===== src/rtl/tdm_demux16.sv =====
// Receive-side TDM demultiplexer: collects NCH time-slotted samples into a work
// buffer and publishes each complete, consecutively filled frame as one parallel word.
module tdm_demux16 #(
    parameter int WIDTH = 1,
    parameter int NCH   = 16,
    parameter int CW    = $clog2(NCH)
) (
    input  logic                 clk,
    input  logic                 rst_n,
    input  logic [WIDTH-1:0]     din,
    input  logic                 din_valid,
    input  logic                 frame_sync,
    output logic [NCH*WIDTH-1:0] dout,
    output logic                 dout_valid,
    output logic                 locked,
    output logic                 sync_err,
    output logic [CW-1:0]        slot_idx
);

    typedef enum logic {
        HUNT   = 1'b0,
        LOCKED = 1'b1
    } state_t;

    localparam logic [CW-1:0] LAST_SLOT = CW'(NCH - 1);

    // Handshake: din/frame_sync are consumed on every rising edge where din_valid=1;
    // there is no back-pressure, and dout_valid is a one-cycle "dout just changed" pulse.
    state_t                 state_q, state_d;
    logic [CW-1:0]          slot_q, slot_d;
    logic [NCH*WIDTH-1:0]   work_q, work_d;
    logic [NCH*WIDTH-1:0]   dout_q, dout_d;
    logic                   dout_valid_q, dout_valid_d;
    logic                   sync_err_q, sync_err_d;

    always_ff @(posedge clk or negedge rst_n) begin
        if (!rst_n) begin
            state_q      <= HUNT;
            slot_q       <= '0;
            work_q       <= '0;
            dout_q       <= '0;
            dout_valid_q <= 1'b0;
            sync_err_q   <= 1'b0;
        end else begin
            state_q      <= state_d;
            slot_q       <= slot_d;
            work_q       <= work_d;
            dout_q       <= dout_d;
            dout_valid_q <= dout_valid_d;
            sync_err_q   <= sync_err_d;
        end
    end

    always_comb begin
        state_d      = state_q;
        slot_d       = slot_q;
        work_d       = work_q;
        dout_d       = dout_q;
        dout_valid_d = 1'b0;
        sync_err_d   = 1'b0;

        if (din_valid) begin
            case (state_q)
                HUNT: begin
                    if (frame_sync) begin
                        work_d[0 +: WIDTH] = din;
                        slot_d             = CW'(1);
                        state_d            = LOCKED;
                    end
                end
                LOCKED: begin
                    if (slot_q == '0) begin
                        if (frame_sync) begin
                            work_d[0 +: WIDTH] = din;
                            slot_d             = CW'(1);
                        end else begin
                            sync_err_d = 1'b1;
                            slot_d     = '0;
                            state_d    = HUNT;
                        end
                    end else if (frame_sync) begin
                        // Early marker: abandon the partial frame and start over at slot 1.
                        sync_err_d         = 1'b1;
                        work_d[0 +: WIDTH] = din;
                        slot_d             = CW'(1);
                    end else begin
                        work_d[int'(slot_q)*WIDTH +: WIDTH] = din;
                        slot_d                              = slot_q + CW'(1);
                        if (slot_q == LAST_SLOT) begin
                            dout_d       = work_d;
                            dout_valid_d = 1'b1;
                        end
                    end
                end
                default: begin
                    state_d = HUNT;
                    slot_d  = '0;
                end
            endcase
        end
    end

    assign dout       = dout_q;
    assign dout_valid = dout_valid_q;
    assign sync_err   = sync_err_q;
    assign slot_idx   = slot_q;
    assign locked     = (state_q == LOCKED);

endmodule

===== config.mk =====
export PLATFORM = sky130hd
export DESIGN_NAME = tdm_demux16
export DESIGN_NICKNAME = d
export VERILOG_FILES = /design/src/rtl/tdm_demux16.sv
export SDC_FILE = /design/constraint.sdc
export NUM_CORES = 1
export LEC_CHECK = 0
export ABC_AREA = 1
export BUFFER_PORTS_ARGS = -buffer_cell sky130_fd_sc_hd__buf_4
export CAP_MARGIN = 40
export CORE_MARGIN = 3
export CORE_UTILIZATION = 45
export CTS_BUF_LIST = sky130_fd_sc_hd__clkbuf_8 sky130_fd_sc_hd__clkbuf_16
export CTS_CLUSTER_DIAMETER = 150
export DETAILED_ROUTE_END_ITERATION = 10
export PLACE_DENSITY = 0.73
export SETUP_SLACK_MARGIN = 0.05
export SYNTH_ARGS = -nofsm -noshare
export SYNTH_HDL_FRONTEND = slang
export SYNTH_SLANG_ARGS = --single-unit
export TNS_END_PERCENT = 20

===== constraint.sdc =====
create_clock -name clk -period 2.92 [get_ports clk]
set_input_delay 0.584 -clock clk [delete_from_list [all_inputs] [get_ports clk]]
set_output_delay 0.584 -clock clk [all_outputs]
set_load 0.1 [all_outputs]

# After elaboration in Yosys (flattened, before gate mapping)
# Cells that the tools add are included.
word_totals:
  in_bits: 5
  regBits: 39
  out_inout_bits: 23
  word_cells: 42
op_classes:
  n_shift: 2
  n_mux: 22
  bitwise: 3
  n_addsub: 2
  n_reduce_logical: 4
  n_eq_ne: 2
op_table:
  columns: ["operator", "n"]
  rows:
  - ["negation 4 -> 33 bit", 1]
  - ["variable shift 1 x 33 -> 16 bit (first input constant)", 1]
  - ["variable part select 1 x 33 -> 16 bit", 1]
  - ["bitwise mux 16 bit", 1]
  - ["2-to-1 mux 1 bit", 15]
  - ["2-to-1 mux 4 bit", 3]
  - ["case mux 4 bit (2 select lines)", 1]
  - ["AND reduction 5 bit", 1]
  - ["adder 4 x 1 -> 4 bit (second input constant)", 1]
  - ["equality test 4 bit (second input constant)", 1]
  - ["logical NOT 4 bit", 1]
  - ["case mux 1 bit (2 select lines)", 2]
  - ["AND reduction 4 bit", 1]
  - ["inverter 1 bit", 3]
  - ["!= test 2 bit (second input constant)", 1]
  - ["AND reduction 2 bit", 1]

# Logic depth before layout (Yosys ltp)
depth:
  ltp_word: 6
  ltp_mapped: 10
  mapped_depth_nobuf: 9

# Least setup slack after synthesis
# Ideal clock, no wire load.
synth_path:
  path_type: "register to register"
  from: "reg slot_q[0] (netlist: slot_idx[0])"
  to: "reg dout_q[13] (netlist: dout[13])"
  synth_period_minus_slack_ns: 2.874
  n_path_buf: 1
  path_slack_ns: 0.046
  setup_ns: 0.125
  stages_incl_launch_ff: 11
  arrival_time_ns: 2.749
  t_required_ns: 2.795
  path_cell_list: "dfrtp_1 > inv_1 > ha_1 > nand3_4 > ha_1 > nand2_2 > nor2_4 > inv_1 > buf_2 > nand2_1 > o21ai_1"
synth_via:
  elab_chain_len: 3
  word_cells_on_any_way: 8
  classes_between: "add/sub: 1; eq/ne: 1; shift: 2; mux: 1; bitwise: 1; reduce/logical: 2"
synth_rtl:
  columns: ["item", "line_no", "rtl"]
  rows:
  - ["start, declared", "30", "logic [CW-1:0] slot_q, slot_d;"]
  - ["start signal, assigned", "46", "slot_q <= slot_d;"]
  - ["negation 4 -> 33 bit / logical NOT 4 bit (equally long branches)", "87, 72", null]
  - ["variable part select 1 x 33 -> 16 bit, or another cell as far along", "87", "work_d[int'(slot_q)*WIDTH +: WIDTH] = din;"]
  - ["bitwise mux 16 bit / AND reduction 5 bit (equally long branches)", null, null]
  - ["end signal, assigned", "48", "dout_q <= dout_d;"]
  - ["end, declared", "32", "logic [NCH*WIDTH-1:0] dout_q, dout_d;"]
# Several ways; a longest one is shown, not always the timed one.
# A chain may end at the register's enable or synchronous reset.

# Worst setup path in the final report
layout_path:
  from: "reg slot_q[0] (netlist: slot_idx[0])"
  to: "reg dout_q[3] (netlist: dout[3])"
# The elaborated chain is that of the path after synthesis.

==> results.cfg <==
[floorplan]
coreArea_sq_um = 4414
die_area_sq_um = 5458
ioPinCount = 28
die_w_microns = 73.88
die_h_microns = 73.88
initial_core_util_pct = 46.97
row_count = 24

[drt]
drt-pass1-iter-count = 4
drc = 0
dr_total_vias = 1693
routed_via_density = 5.069
drtIter0Drc = 96
ant_nets = 0
wl_per_cell_microns = 12.27
wirelength_microns = 4098

[clocking]
ctsResizeCount = 0
clockRootBuffer = clkbuf_8
cts_buffers = 5
cts_setup_buffers = 0
insertion_delay_ns = 0.29
cts_sinks = 39
cts_tree = yes
cts_hold_buffers = 0
path_clk_slew_ns = 0.07
ctsHtreeMaxLevel = 2
cts_buffer_depth = 2

[timing]
slew_viol_final = 0
rsz0062_at_grt = false
worst_slack_ns = 0.4666
fin_skew_ns = 0.007709
period_minus_slack_ns = 2.453
period_share_pct = 84.02
tns_ns = 0
final-setup-viol-count = 0
hold_violations = 0
max_slew.worst_pin.slew_ns = 0.6409
slew_headroom_pct = 57.22
clock.fmax_mhz = 407.6

[global_route]
grt_pass1_vias = 1561
antenna_found_initial = 0
grt.total_usage_pct = 16.60
grt_max_degree = 40
grt_first_pass_wirelength_microns = 6975
overflow = 0

[status]
status = completed

[layout]
final_common_cell = nand2_1
drive_above_1_share_pct = 17.73
utilization_pct = 54.88
area_delta_synth_final_pct = 16.84
nets = 293
layout_common_cells = nand2_1, dfrtp_1, buf_4
final_area_sq_um = 2422
finalNonFillerCells = 334
antennaDiodeCount = 0

[synthesis]
ys_seq_area_share_pct = 47.07
synthAdderAreaFrac_pct = 4.225
ys_ff_latch = 39
yosys_warnings = 0
avgSynthCellArea_sq_um = 8.195
synthesis.nets = 265
synth-simple-area-share_pct = 30.54
muxShareOfSynthArea_pct = 0
synth_top_family_by_area = simple AND/OR/NAND/NOR gates
synth_cell_type_count = 28
yosys.area_share.xor_xnor_pct = 2.173
netlist_instances = 253
netlist_area_sq_um = 2073
synth_compound_area_share_pct = 8.811

[worst_setup_path]
crit_type = register to register
arrival_ns = 2.60
path_max_fanout = 24
critical_path.max_stage_delay_ns = 0.48
endpoint_kind = register
critPathSlowestCell = dfrtp_2
start_kind = register
worst-endpoint-required_ns = 3.07
crit_chain = inv_1 > ha_1 > nand3_4 > ha_1 > nand2_2 > nor2_4 > inv_1 > o21ai_0

[place]
dp_slack_ns = 0.4884
dp_cells = 326
place_area_sq_um = 2305
portBuffers = 27
dp_hpwl_microns = 3020
gp_congestion = 0.8338

[power_and_ir_drop]
p_per_area_nw_per_um2 = 911.3
vdd.ir_drop.worst_mv = 0.7153
p_leak_nw = 1.197

[min_path]
hold_class = primary input to asynchronous set/reset pin

[flow_run]
cap_violations = 0
[power breakdown]
group,leakage (nW),internal (mW),switching [mW]
combinational,0.609,0.271,0.748
sequential,0.528,0.646,0.0814
clock,0.0612,0.276,0.184
[cell families after synthesis]
family | Yosys count
buf+inv | 34
flops | 39
xor+xnor | 3
fa+ha+maj | 7
simple gates | 136
compound gates | 34
[synth_stat cells]
library cell	n	area share (%)
nor2_1	11	2.0
o21ai_0	16	3.9
nand3_4	1	0.85
nand4_4	1	1.0
ha_1	7	4.2
xnor2_4	1	1.3
o22ai_1	3	0.91
buf_2	3	0.72
inv_1	24	4.3
nor3_1	4	0.97
nand2_2	3	0.91
nand3_1	27	6.5
nor2_4	2	1.1
o21bai_2	1	0.54
nor3b_1	2	0.72
nand4_1	7	2.1
xor2_1	1	0.42
o21ai_1	13	3.1
buf_6	2	1.1
clkbuf_1	2	0.36
xnor2_1	1	0.42
o211ai_1	1	0.36
inv_4	1	0.30
nand2_1	76	14
dfrtp_1	39	47
clkinv_1	1	0.18
inv_2	1	0.18
nor2_2	2	0.60
[final timing paths]
| check | end | depth (start not counted) | slack (ns) | start |
|---|---|---|---|---|
| max in group asynchronous | slot_idx[0] | 1 | 2.31 | rst_n |
| min in group clk | work_q[2] | 2 | 0.49 | work_q[2] |
| min | dout[11] | 1 | 0.25 | rst_n |
| min reg2reg | work_q[2] | 2 | 0.49 | work_q[2] |
| max | dout[3] | 8 | 0.47 | slot_idx[0] |
| max reg2reg | dout[3] | 8 | 0.47 | slot_idx[0] |
[worst max-delay path: cells and delay by family, from the launching register on]
| family | cells | cell delay (ns) |
|---|---|---|
| AND/OR/NAND/NOR | 3 | 0.34 |
| AO/OA/AOI/OAI | 1 | 0.18 |
| flip-flops | 1 | 0.48 |
| buffers and inverters | 2 | 0.71 |
| adder cells (fa/ha/maj) | 2 | 0.60 |
[state kept, by name, summed over array words and instances (netlist names)]
name and cells:
locked 1, dout_valid 1, slot_idx 4, work_q 16, sync_err 1, dout 16
[metal layers]
layer  share of wire (%)  vias up  global-route usage [%]
met5                   0        -                       0
met4                 1.2        0                   5.030
met3                 5.5        7                   4.378
met2                  44       42                   26.67
met1                  49      763                   21.84
li1                    -      881                       -
[layout make-up]
type | instances | area (sq um)
Inverter | 27 | 103.9
Timing Repair Buffer | 28 | 210.2
Clock inverter | 2 | 35.03
Clock buffer | 6 | 82.58
Fill cell | 420 | 1992
Sequential cell | 39 | 977.2
Tap cell | 52 | 65.06
Multi-Input combinational cell | 180 | 948.4
[per-stage QoR]
step | power (mW) | hold WS, ns
floorplan | 1.541 | 0.2884
global placement | 1.736 | 0.4566
detailed placement | 1.751 | 0.4664
CTS | 2.218 | 0.2598
global route | 2.343 | 0.2853
finish | 2.208 | 0.2467
No activity file was read; power rests on OpenSTA's default activity.
